<file path="config.mk">
export PLATFORM = sky130hd
export DESIGN_NAME = seven_seg_scanner_flat
export DESIGN_NICKNAME = d
export VERILOG_FILES = /design/src/rtl/seven_seg_scanner_if.sv /design/src/rtl/seven_seg_scanner.sv /design/src/flat_wrapper.sv
export SDC_FILE = /design/constraint.sdc
export NUM_CORES = 1
export LEC_CHECK = 0
export ABC_AREA = 1
export ABC_CLOCK_PERIOD_IN_PS = 4400
export BUFFER_PORTS_ARGS = -buffer_cell sky130_fd_sc_hd__buf_4
export CORE_MARGIN = 1.5
export CORE_UTILIZATION = 55
export DETAILED_ROUTE_END_ITERATION = 8
export PLACE_DENSITY_LB_ADDON = 0.05
export SLEW_MARGIN = 20
export SYNTH_ARGS = -nofsm -noshare
export SYNTH_HDL_FRONTEND = slang
export SYNTH_SLANG_ARGS = --single-unit
</file>
<file path="constraint.sdc">
create_clock -name i_clk -period 4.4 [get_ports i_clk]
set_input_delay 0.66 -clock i_clk [delete_from_list [all_inputs] [get_ports i_clk]]
set_output_delay 0.66 -clock i_clk [all_outputs]
set_load 0.005 [all_outputs]
</file>
<file path="src/rtl/seven_seg_scanner_if.sv">
// seven_seg_scanner_if: scan input, display value and active-low display drive for the scanner
interface seven_seg_scanner_if #(
   parameter int N_DIGITS = 8
);
   logic                        i_scan_clk;
   logic                        i_enable;
   logic [4*N_DIGITS-1:0]       i_value;
   logic [N_DIGITS-1:0]         i_dp;
   logic [N_DIGITS-1:0]         o_anodes;
   logic [6:0]                  o_segments;
   logic                        o_dp;
   logic [$clog2(N_DIGITS)-1:0] o_digit_idx;
   modport master (
      output i_scan_clk, i_enable, i_value, i_dp,
      input  o_anodes, o_segments, o_dp, o_digit_idx
   );
   modport slave (
      input  i_scan_clk, i_enable, i_value, i_dp,
      output o_anodes, o_segments, o_dp, o_digit_idx
   );
endinterface

</file>
<file path="src/rtl/seven_seg_scanner.sv">
// seven_seg_scanner: time-multiplexed hex driver for a common-anode display, scan clock sampled as data
module seven_seg_scanner #(
   parameter int N_DIGITS      = 8,
   parameter bit BLANK_LEADING = 1'b1
) (
   input logic                i_clk,
   input logic                i_reset,
   seven_seg_scanner_if.slave bus
);
   localparam int IW = $clog2(N_DIGITS);
   localparam logic [6:0] SEG [16] = '{
      7'h40, 7'h79, 7'h24, 7'h30, 7'h19, 7'h12, 7'h02, 7'h78,
      7'h00, 7'h10, 7'h08, 7'h03, 7'h46, 7'h21, 7'h06, 7'h0E
   };
   logic                  r_s1, r_s2, r_prev;
   logic [IW-1:0]         r_idx;
   logic [4*N_DIGITS-1:0] r_shadow_val;
   logic [N_DIGITS-1:0]   r_shadow_dp;
   logic [N_DIGITS-1:0]   r_anodes;
   logic [6:0]            r_segments;
   logic                  r_dp;
   logic                  w_advance, w_wrap, w_blank;
   logic [3:0]            w_nib;
   logic [N_DIGITS-1:0]   w_zero_from;
   assign w_advance = r_s2 & ~r_prev & bus.i_enable;
   assign w_wrap    = r_idx == IW'(N_DIGITS - 1);
   // w_zero_from[k]: shadow nibbles k..N_DIGITS-1 are all zero
   for (genvar k = 0; k < N_DIGITS; k++) begin : g_zero
      if (k == N_DIGITS - 1) begin : g_top
         assign w_zero_from[k] = r_shadow_val[4*k +: 4] == 4'h0;
      end else begin : g_rest
         assign w_zero_from[k] = (r_shadow_val[4*k +: 4] == 4'h0) & w_zero_from[k+1];
      end
   end
   assign w_nib   = r_shadow_val[{r_idx, 2'b00} +: 4];
   assign w_blank = BLANK_LEADING && (r_idx != '0) && w_zero_from[r_idx];
   always_ff @(posedge i_clk) begin
      if (i_reset) begin
         r_s1         <= 1'b0;
         r_s2         <= 1'b0;
         r_prev       <= 1'b0;
         r_idx        <= '0;
         r_shadow_val <= '0;
         r_shadow_dp  <= '0;
         r_anodes     <= '1;
         r_segments   <= 7'h7F;
         r_dp         <= 1'b1;
      end else begin
         r_s1   <= bus.i_scan_clk;
         r_s2   <= r_s1;
         r_prev <= r_s2;
         if (w_advance) begin
            r_idx <= w_wrap ? '0 : r_idx + 1'b1;
            if (w_wrap) begin
               r_shadow_val <= bus.i_value;
               r_shadow_dp  <= bus.i_dp;
            end
         end
         r_anodes   <= bus.i_enable ? ~(N_DIGITS'(1) << r_idx) : '1;
         r_segments <= (bus.i_enable && !w_blank) ? SEG[w_nib] : 7'h7F;
         r_dp       <= bus.i_enable ? ~r_shadow_dp[r_idx] : 1'b1;
      end
   end
   assign bus.o_anodes    = r_anodes;
   assign bus.o_segments  = r_segments;
   assign bus.o_dp        = r_dp;
   assign bus.o_digit_idx = r_idx;
endmodule
</file>
<file path="src/flat_wrapper.sv">
// flat-port wrapper written by rule: the top's interface ports become plain ports
module seven_seg_scanner_flat 
#(
   parameter int N_DIGITS      = 8,
   parameter bit BLANK_LEADING = 1'b1
)
  (i_clk, i_reset, bus_i_scan_clk, bus_i_enable, bus_i_value, bus_i_dp, bus_o_anodes, bus_o_segments, bus_o_dp, bus_o_digit_idx);
  seven_seg_scanner_if #(.N_DIGITS(N_DIGITS)) bus_i ();
  input logic i_clk;
  input logic i_reset;
  input wire logic [$bits(bus_i.i_scan_clk)-1:0] bus_i_scan_clk;
  input wire logic [$bits(bus_i.i_enable)-1:0] bus_i_enable;
  input wire logic [$bits(bus_i.i_value)-1:0] bus_i_value;
  input wire logic [$bits(bus_i.i_dp)-1:0] bus_i_dp;
  output wire logic [$bits(bus_i.o_anodes)-1:0] bus_o_anodes;
  output wire logic [$bits(bus_i.o_segments)-1:0] bus_o_segments;
  output wire logic [$bits(bus_i.o_dp)-1:0] bus_o_dp;
  output wire logic [$bits(bus_i.o_digit_idx)-1:0] bus_o_digit_idx;
  assign bus_i.i_scan_clk = bus_i_scan_clk;
  assign bus_i.i_enable = bus_i_enable;
  assign bus_i.i_value = bus_i_value;
  assign bus_i.i_dp = bus_i_dp;
  assign bus_o_anodes = bus_i.o_anodes;
  assign bus_o_segments = bus_i.o_segments;
  assign bus_o_dp = bus_i.o_dp;
  assign bus_o_digit_idx = bus_i.o_digit_idx;
  seven_seg_scanner #(.N_DIGITS(N_DIGITS), .BLANK_LEADING(BLANK_LEADING)) u_core (.i_clk(i_clk), .i_reset(i_reset), .bus(bus_i));
endmodule
</file>
Yosys cells after proc, flatten, opt, wreduce, memory -nomap -nowiden:

Memories as Yosys holds them, arrays and structs flattened. A register that Yosys moved wholly into a read port is not among the register bits.
Cells that the tools add are included.

* bitwise logic cells: 15
* reductions and logical operators: 15
* multiplexer cells: 5
* add/subtract/negate cells: 1
* eq/ne operators: 1
* shift-type cells: 2
* magnitude comparators: 1

Operators by type and width (count)
* $logic_not 4->1: 8
* $shiftx 32x6->4: 1
* $and 1x1->1: 9
* $not 8->8: 1
* $shl 1x3->8 const A: 1
* $bmux 1 s3: 2
* $not 4->5: 1
* $lt 3x4->1 const B: 1
* $not 1->1: 4
* $reduce_or 2->1: 2
* $add 3x1->3 const B: 1
* $eq 3x3->1 const B: 1
* $mux 3: 1
* $reduce_bool 3->1: 1
* $logic_and 1x1->1: 2
* $mux 1: 2
* $reduce_and 2->1: 1
* $logic_not 1->1: 1

* memories kept: 1
* register bits: 55
* input port bits: 44
* output and inout bits: 19
* logic and storage cells: 49
* ROM bits: 112

Memory list
* (no name shown): depth 16, bits a word 7, read ports 1, clocked after Yosys merged registers in 1, write ports 0, RTL line seven_seg_scanner.sv:60 `r_segments <= (bus.i_enable && !w_blank) ? SEG[w_nib] : 7'h7F;`

Logic depth before layout (Yosys ltp):

Gate-level depths: netlist of the first run.

* depth after elaboration: 15
* mapped depth: 13
* mapped depth without buffers: 12

Worst setup path after synthesis of the first run:

No wires, ideal clock.

* path kind: flip-flop to flip-flop
* start: register u_core.r_idx[0], in the netlist u_core.bus.o_digit_idx[0]
* end: register u_core.r_segments[3], in the netlist u_core.bus.o_segments[3]
* path buffers: 2
* required time: 4267 ps
* stages on the path, launching flop included: 13
* clock period less this slack: 1735 ps
* arrival: 1603 ps
* path slack: 2665 ps
* library setup time: 133 ps
* cell sequence: dfxtp_1 > buf_6 > buf_4 > nand2_1 > nand3_1 > nand3_1 > nand2_1 > inv_1 > ha_1 > nand3_1 > nand2_1 > nand2_1 > nand3_1

* cells in the longest elaborated chain, start to end: 7
* elaborated cells on any way between the ends: 10
* classes of those cells: shift (1); mux (2); bitwise (2); reduce/logical (5)

RTL lines
* from (decl): RTL line seven_seg_scanner.sv:16 `logic [IW-1:0] r_idx;`
* from (signal assigned): RTL line seven_seg_scanner.sv:53 `r_idx <= w_wrap ? '0 : r_idx + 1'b1;`
* $bmux 1 s3: RTL line seven_seg_scanner.sv:36 `assign w_blank = BLANK_LEADING && (r_idx != '0) && w_zero_from[r_idx];`
* $mux 1 (implied by the code): RTL line seven_seg_scanner.sv:36
* $logic_and 1x1->1: RTL line seven_seg_scanner.sv:36
* $logic_not 1->1: RTL line seven_seg_scanner.sv:60
* $logic_and 1x1->1: RTL line seven_seg_scanner.sv:60
* $not 1->1 (no source line)
* $reduce_or 2->1 (no source line)
* to (decl): RTL line seven_seg_scanner.sv:20 `logic [6:0] r_segments;`

Several ways; a longest one is shown, not always the timed one. The select of a mux whose other input is x is not followed.
A chain may end at the register's enable or synchronous reset.

Worst setup path in the final report of the first run:

* start: register u_core.r_idx[1], in the netlist u_core.bus.o_digit_idx[1]
* end: register u_core.r_shadow_val[0]

* cells in the longest elaborated chain, start to end: 2

RTL lines
* $eq 3x3->1: RTL line seven_seg_scanner.sv:26 `assign w_wrap = r_idx == IW'(N_DIGITS - 1);`
* $reduce_and 2->1 (no source line)
* to (signal assigned): RTL line seven_seg_scanner.sv:55 `r_shadow_val <= bus.i_value;`
* to (decl): RTL line seven_seg_scanner.sv:17 `logic [4*N_DIGITS-1:0] r_shadow_val;`

Every way passes these cells.

==> flow_metrics.env, run 1 <==
export IMPL_status="finished clean"
export IMPL_holdPathStages=2
export IMPL_synth_cell_type_count=26
export IMPL_post_cts_resized=0
export IMPL_via_per_inst=5.227
export IMPL_crit_path_end_kind="flop"
export IMPL_crit_fanout=49
export IMPL_dieArea_sq_um=6253
export IMPL_place_gp_congestion=0.8500
export IMPL_sw_frac_of_total_pct=22.74
export IMPL_post_cts_buffers=0
export IMPL_n_antenna_cell=0
export IMPL_critPathMaxStageDelay_ns=0.71
export IMPL_syn_num_nets=467
export IMPL_place_area_sq_um=3608
export IMPL_area_growth_pct=20.48
export IMPL_cts_tree="yes"
export IMPL_drtIter0Drc=150
export IMPL_power_density_nw_per_um2=325.7
export IMPL_setup_viol=0
export IMPL_critical_path_class="flop to flop"
export IMPL_power_switching_w=0.0002840
export IMPL_report_final_slew_viol_count=0
export IMPL_rrSetupSlack_ns=1.90
export IMPL_ant_nets=0
export IMPL_reg2reg_to="u_core.r_shadow_val[0]"
export IMPL_clkSinkCount=62
export IMPL_wirelength_met1_um=3286
export IMPL_min_from="u_core.r_s1"
export IMPL_hold_viol=0
export IMPL_tightest_slew_ns=0.7020
export IMPL_wl_met3_um=369
export IMPL_syn_mean_instance_area_sq_um=7.745
export IMPL_r2r_start="u_core.bus.o_digit_idx[1]"
export IMPL_period_minus_slack_ns=2.504
export IMPL_p_clk_share_pct=45.3
export IMPL_whs_endpoint="u_core.r_s2"
export IMPL_grtUsageTotal_pct=23.58
export IMPL_nNetsFinal=521
export IMPL_antenna_found_initial=0
export IMPL_fin_area_sq_um=3835
export IMPL_pwr_share_comb_pct=8.7
export IMPL_critical_path_required_ns=4.59
export IMPL_routedWlPerCell_um=13.02
export IMPL_fmax_mhz=399.4
export IMPL_clk_latency_ns=0.34
export IMPL_clockBufferDepth=2
export IMPL_drive_gt1_share_pct=26.23
export IMPL_critPathMostFrequentCell="ha_1"
export IMPL_seq_power_share_pct=46.0
export IMPL_rsz0062_at_grt="false"
export IMPL_drv_cap=0
export IMPL_path_cells="ha_1, ha_1, nand2_4, buf_4, nor2_1, a211oi_2"
export IMPL_cpMaxStageDelayCell="dfxtp_1"
export IMPL_relSlewSlack_pct=53.20
export IMPL_placementRows=27
export IMPL_start_util_pct=57.45
export IMPL_hold_buffers=0
export IMPL_cts_clk_slew_worst_paths_ns=0.07
export IMPL_start_kind="flop"
export IMPL_dr_pass1_iters=4
export IMPL_grt_max_degree=50
export IMPL_ios=63
export IMPL_p_int_w=0.0009649
export IMPL_ir_drop_mv=0.2411
export IMPL_path_buf_inv=1
export IMPL_dp_hpwl_um=4788
export IMPL_wl_met2_um=3188
export IMPL_grt_pass1_vias=2532
export IMPL_cp_arrival_ns=2.70
export IMPL_grt_ovfl_total=0
export IMPL_period_share_pct=56.90
export IMPL_cts_buffers_inserted=9
export IMPL_syn_cell_area_sq_um=3183
export IMPL_cts_root_buf="clkbuf_8"
export IMPL_finClkSkew_ns=0.008313
export IMPL_ys_seq_area_share_pct=38.99
export IMPL_core_area_sq_um=5540
export IMPL_dr_max_layer_used="met4"
export IMPL_p_leak_nw=1.684
export IMPL_fin_tns_setup_ns=0
export IMPL_hold_class="flop to flop"
export IMPL_grt_pass1_wl_um=11420
export IMPL_drc=0
export IMPL_crit_family="flip-flops"
export IMPL_nFillCells=483
export IMPL_wl_um=7042
export IMPL_htreeDepth=3
export IMPL_die_h_um=79.08
export IMPL_synth_cells=411
export IMPL_rr_worst_depth=6
export IMPL_die_x_um=79.08
export IMPL_yosysWarningCount=0
export IMPL_io_buffers=62
export IMPL_dr_total_vias=2828
export IMPL_ys_ff_latch=62
==> cells in the final DEF, fill, tap and decap left out, drive strengths merged <==
| cell type | instances |
|---|---|
| buf | 64 |
| ha | 12 |
| a211oi | 39 |
| bufinv | 2 |
| nand3b | 1 |
| nand3 | 47 |
| nand4 | 1 |
| a21oi | 9 |
| inv | 52 |
| clkinv | 2 |
| o211ai | 4 |
| dfxtp | 62 |
| o21ai | 5 |
| nor2 | 64 |
| nand2 | 91 |
| nor3 | 1 |
| a22oi | 1 |
| a21boi | 1 |
| clkbuf | 11 |
==> layout make-up <==
type	instances	area [sq um]	share of cell area, %
sequential	62	1241	32.37
tap	72	90.09	2.349
multi-input combinational	276	1607	41.89
clock inverter	4	70.07	1.827
inverter	52	195.2	5.090
timing repair buffer	64	480.5	12.53
clock buffer	11	151.4	3.948
==> metal layers <==
metal | global-route usage [%] | vias up
met5 | 0 | -
met4 | 12.81 | 0
met3 | 5.172 | 21
met2 | 36.50 | 91
met1 | 30.47 | 1285
li1 | - | 1431
==> worst register-to-register path: stages (launching register included) <==
cell and delay, ns:
dfxtp_1 0.71, ha_1 0.30, ha_1 0.33, nand2_4 0.40
buf_4 0.40, nor2_1 0.18, a211oi_2 0.04
==> per-stage QoR <==
step | worst slack [ns] | instances | hold slack [ns] | util [%] | power, W
floorplan | 2.665 | 411 | 0.3883 | - | 0.0006448
global placement | 1.642 | 526 | 0.3929 | 65.13 | 0.0006944
detailed placement | 1.581 | 526 | 0.4020 | 65.13 | 0.0006947
CTS | 1.541 | 541 | 0.4130 | 69.13 | 0.001253
global route | 1.653 | 541 | 0.4342 | 69.22 | 0.001288
finish | 1.896 | 541 | 0.4069 | 69.22 | 0.001249
==> sequential cells by signal, indices dropped and copies added (netlist names) <==
name / count
u_core.bus.o_dp: 1
u_core.r_s2: 1
u_core.r_s1: 1
u_core.r_prev: 1
u_core.r_shadow_dp: 8
u_core.r_shadow_val: 32
u_core.bus.o_digit_idx: 3
u_core.bus.o_segments: 7
u_core.bus.o_anodes: 8
==> worst max path at each step <==
stage	startpoint	endpoint	slack [ns]	depth (start not counted)
after floorplan	u_core.bus.o_digit_idx[0]	u_core.bus.o_segments[3]	2.66	12
after global placement	u_core.bus.o_digit_idx[1]	u_core.r_shadow_val[15]	1.64	6
after detailed placement	u_core.bus.o_digit_idx[1]	u_core.r_shadow_val[14]	1.58	6
after CTS	u_core.bus.o_digit_idx[1]	u_core.r_shadow_val[14]	1.54	6
after global routing	u_core.bus.o_digit_idx[1]	u_core.r_shadow_val[4]	1.65	6
final	u_core.bus.o_digit_idx[1]	u_core.r_shadow_val[0]	1.90	6
==> Yosys cell counts <==
library cell   n  area (sq um)
a211oi_1       3         22.52
a211oi_2      36         450.4
a21boi_0       1         7.510
a21oi_1        8         40.04
a21oi_2        1         8.760
a22oi_1        1         7.510
buf_1          2         7.510
buf_2          5         25.02
buf_4          2         15.01
buf_6          7         78.83
clkbuf_1       5         18.77
dfxtp_1       62          1241
ha_1          12         150.1
inv_1         50         187.7
inv_2          2         7.510
nand2_1       88         330.3
nand2_2        3         18.77
nand3_1       46         230.2
nand3_2        1         10.01
nand3b_1       1         7.510
nand4_1        1         6.260
nor2_1        64         240.2
nor3_4         1         16.27
o211ai_1       4         30.03
o21ai_0        4         20.02
o21ai_1        1         5.000
==> power groups by stage <==
| stage | Combinational (W) | Clock [W] | Sequential, W |
|---|---|---|---|
| 2_1_floorplan | 0.0000584 | 0 | 0.000586 |
| 3_3_place_gp | 0.000108 | 0 | 0.000587 |
| 3_5_place_dp | 0.000108 | 0 | 0.000587 |
| 4_1_cts | 0.000108 | 0.000570 | 0.000574 |
| 5_1_grt | 0.000121 | 0.000593 | 0.000575 |
| 6_report | 0.000109 | 0.000566 | 0.000574 |
==> cells by family after synthesis <==
group	share of synthesized area [%]
AO/OA/AOI/OAI	18.59
buffers and inverters	10.69
flip-flops	38.99
AND/OR/NAND/NOR	27.01
adder cells (fa/ha/maj)	4.717
No activity file was read; power rests on OpenSTA's default activity.
==> run 2: changes to the inputs <==
ABC_CLOCK_PERIOD_IN_PS = 2500   (was 4400)
clock period = 2.5 ns   (was 4.4 ns; I/O delays follow)
==> run 2 against run 1 <==
Compared with the run above: die area did not move; via count down 0.14%; final area rose by 0.29%; utilization is 0.20 points higher; critical endpoint is now u_core.bus.o_segments[3]; largest cell class unchanged; highest routed layer unchanged; worst setup slack got worse by 1.5 ns; clock skew rose by 0.0038 ns; sequential power is 76% higher; fmax up 22%.
==> flow_metrics.env, run 2 (synthesized netlist as in run 1, its figures left out) <==
export IMPL_status="finished clean"
export IMPL_grt_pass1_wl_um=11420
export IMPL_hold_buffers=0
export IMPL_antenna_found_initial=0
export IMPL_power_density_nw_per_um2=552.6
export IMPL_dieArea_sq_um=6253
export IMPL_r2r_start="u_core.bus.o_digit_idx[0]"
export IMPL_final_cell_mix="88 x nand2_1, 68 x buf_4, 64 x nor2_1"
export IMPL_whs_ns=0.2411
export IMPL_period_share_pct=82.24
export IMPL_post_cts_resized=0
export IMPL_holdPathStages=3
export IMPL_drc=0
export IMPL_n_antenna_cell=0
export IMPL_ios=63
export IMPL_drv_cap=0
export IMPL_ir_drop_mv=0.3485
export IMPL_finClkSkew_ns=0.01216
export IMPL_fin_util_pct=69.42
export IMPL_grtUsageTotal_pct=23.29
export IMPL_cp_arrival_ns=2.27
export IMPL_dr_pass1_iters=4
export IMPL_report_final_slew_viol_count=0
export IMPL_start_kind="flop"
export IMPL_crit_path_end_kind="flop"
export IMPL_reg2reg_to="u_core.bus.o_segments[3]"
export IMPL_tightest_slew_ns=0.6808
export IMPL_drive_gt1_share_pct=26.85
export IMPL_via_per_inst=5.182
export IMPL_htreeDepth=3
export IMPL_hold_viol=0
export IMPL_place_gp_congestion=0.8392
export IMPL_rsz0062_at_grt="false"
export IMPL_fin_tns_setup_ns=0
export IMPL_hold_class="input port to flop"
export IMPL_cts_root_buf="clkbuf_8"
export IMPL_die_h_um=79.08
export IMPL_top_register="u_core.r_shadow_val"
export IMPL_critical_path_class="flop to flop"
export IMPL_whs_endpoint="u_core.r_s1"
export IMPL_pre_cts_ws_ns=0.4435
export IMPL_path_cells="buf_4, nand2_1, nand3_1, nand3_1, nand2_1, inv_1, ha_1, nand3_1, nand2_1, nand2_1, nand3_1"
export IMPL_post_cts_buffers=0
export IMPL_cts_tree="yes"
export IMPL_final_common_cell="nand2_1"
export IMPL_dr_total_vias=2824
export IMPL_crit_fanout=23
export IMPL_largest_reg_flops=32
export IMPL_period_minus_slack_ns=2.056
export IMPL_critical_path_required_ns=2.72
export IMPL_drtIter0Drc=116
export IMPL_grt_max_degree=49
export IMPL_area_growth_pct=20.83
export IMPL_placementRows=27
export IMPL_dp_hpwl_um=4804
export IMPL_min_from="bus_i_scan_clk"
export IMPL_setup_viol=0
export IMPL_clkSinkCount=62
export IMPL_cts_clk_slew_worst_paths_ns=0.07
export IMPL_ant_nets=0
export IMPL_fmax_mhz=486.4
export IMPL_p_leak_nw=1.679
export IMPL_start_util_pct=57.45
export IMPL_wl_um=6745
export IMPL_grt_pass1_vias=2548
export IMPL_relSlewSlack_pct=54.61
export IMPL_rrSetupSlack_ns=0.44
export IMPL_fin_ws_ns=0.4439
export IMPL_cpMaxStageDelayCell="dfxtp_1"
export IMPL_clk_latency_ns=0.34
export IMPL_clockBufferDepth=2
export IMPL_nNetsFinal=525
export IMPL_die_x_um=79.08
export IMPL_grt_ovfl_total=0
export IMPL_rr_worst_depth=11
export IMPL_core_area_sq_um=5540
export IMPL_place_area_sq_um=3638
export IMPL_cts_buffers_inserted=9
export IMPL_io_buffers=62
export IMPL_critPathMaxStageDelay_ns=0.53
export IMPL_routedWlPerCell_um=12.38
export IMPL_fin_area_sq_um=3846
[run 2: changes by cell type in the layout (fill, tap and decap cells not counted), sizes merged]
cell | previous run | this run
clkbuf | 11 | 12
bufinv | 2 | 1
clkinvlp | 0 | 1
clkinv | 2 | 1
buf | 64 | 68
[run 2: layer usage]
metal	up-vias	GRT usage, %	share of wire [%]
li1	1442	-	-
met1	1306	31.51	48
met2	66	36.07	46
met3	10	4.483	4.5
met4	0	10.18	1.7
met5	-	0	0
[run 2: worst max path at each step]
stage,to,from,slack [ns],depth (start not counted)
after global routing,u_core.bus.o_segments[6],u_core.bus.o_digit_idx[0],0.21,11
after global placement,u_core.bus.o_segments[3],u_core.bus.o_digit_idx[0],0.55,11
after floorplan,u_core.bus.o_segments[3],u_core.bus.o_digit_idx[0],0.76,12
after CTS,u_core.bus.o_segments[3],u_core.bus.o_digit_idx[0],0.44,11
after detailed placement,u_core.bus.o_segments[3],u_core.bus.o_digit_idx[0],0.44,11
final,u_core.bus.o_segments[3],u_core.bus.o_digit_idx[0],0.44,11
[run 2: cell type report]
class,count,area [sq um]
well taps,72,90.09
inverters,52,195.2
clock inverters,3,42.54
multi-input cells,276,1602
repair buffers,68,510.5
fillers,483,1694
flip-flops and latches,62,1241
clock buffers,12,165.2
[run 2: through the flow]
step | instances | total power, W
final | 545 | 0.002125
after global routing | 545 | 0.002203
after CTS | 545 | 0.002137
after detailed placement | 530 | 0.001225
after global placement | 530 | 0.001223
after floorplan | 411 | 0.001135
[run 2: worst max-delay path: cells and delay by family (launching register included)]
kind | cells | cell delay [ns]
buffers and inverters | 2 | 0.44
flip-flops | 1 | 0.53
AND/OR/NAND/NOR | 8 | 0.75
adder cells (fa/ha/maj) | 1 | 0.22
[run 2: report_power, final]
group | switching (W) | total (W) | leakage (nW) | internal (W)
Combinational | 0.000102 | 0.000194 | 1.07 | 0.0000916
Sequential | 0.00000607 | 0.00101 | 0.502 | 0.00100
Clock | 0.000388 | 0.000923 | 0.104 | 0.000535
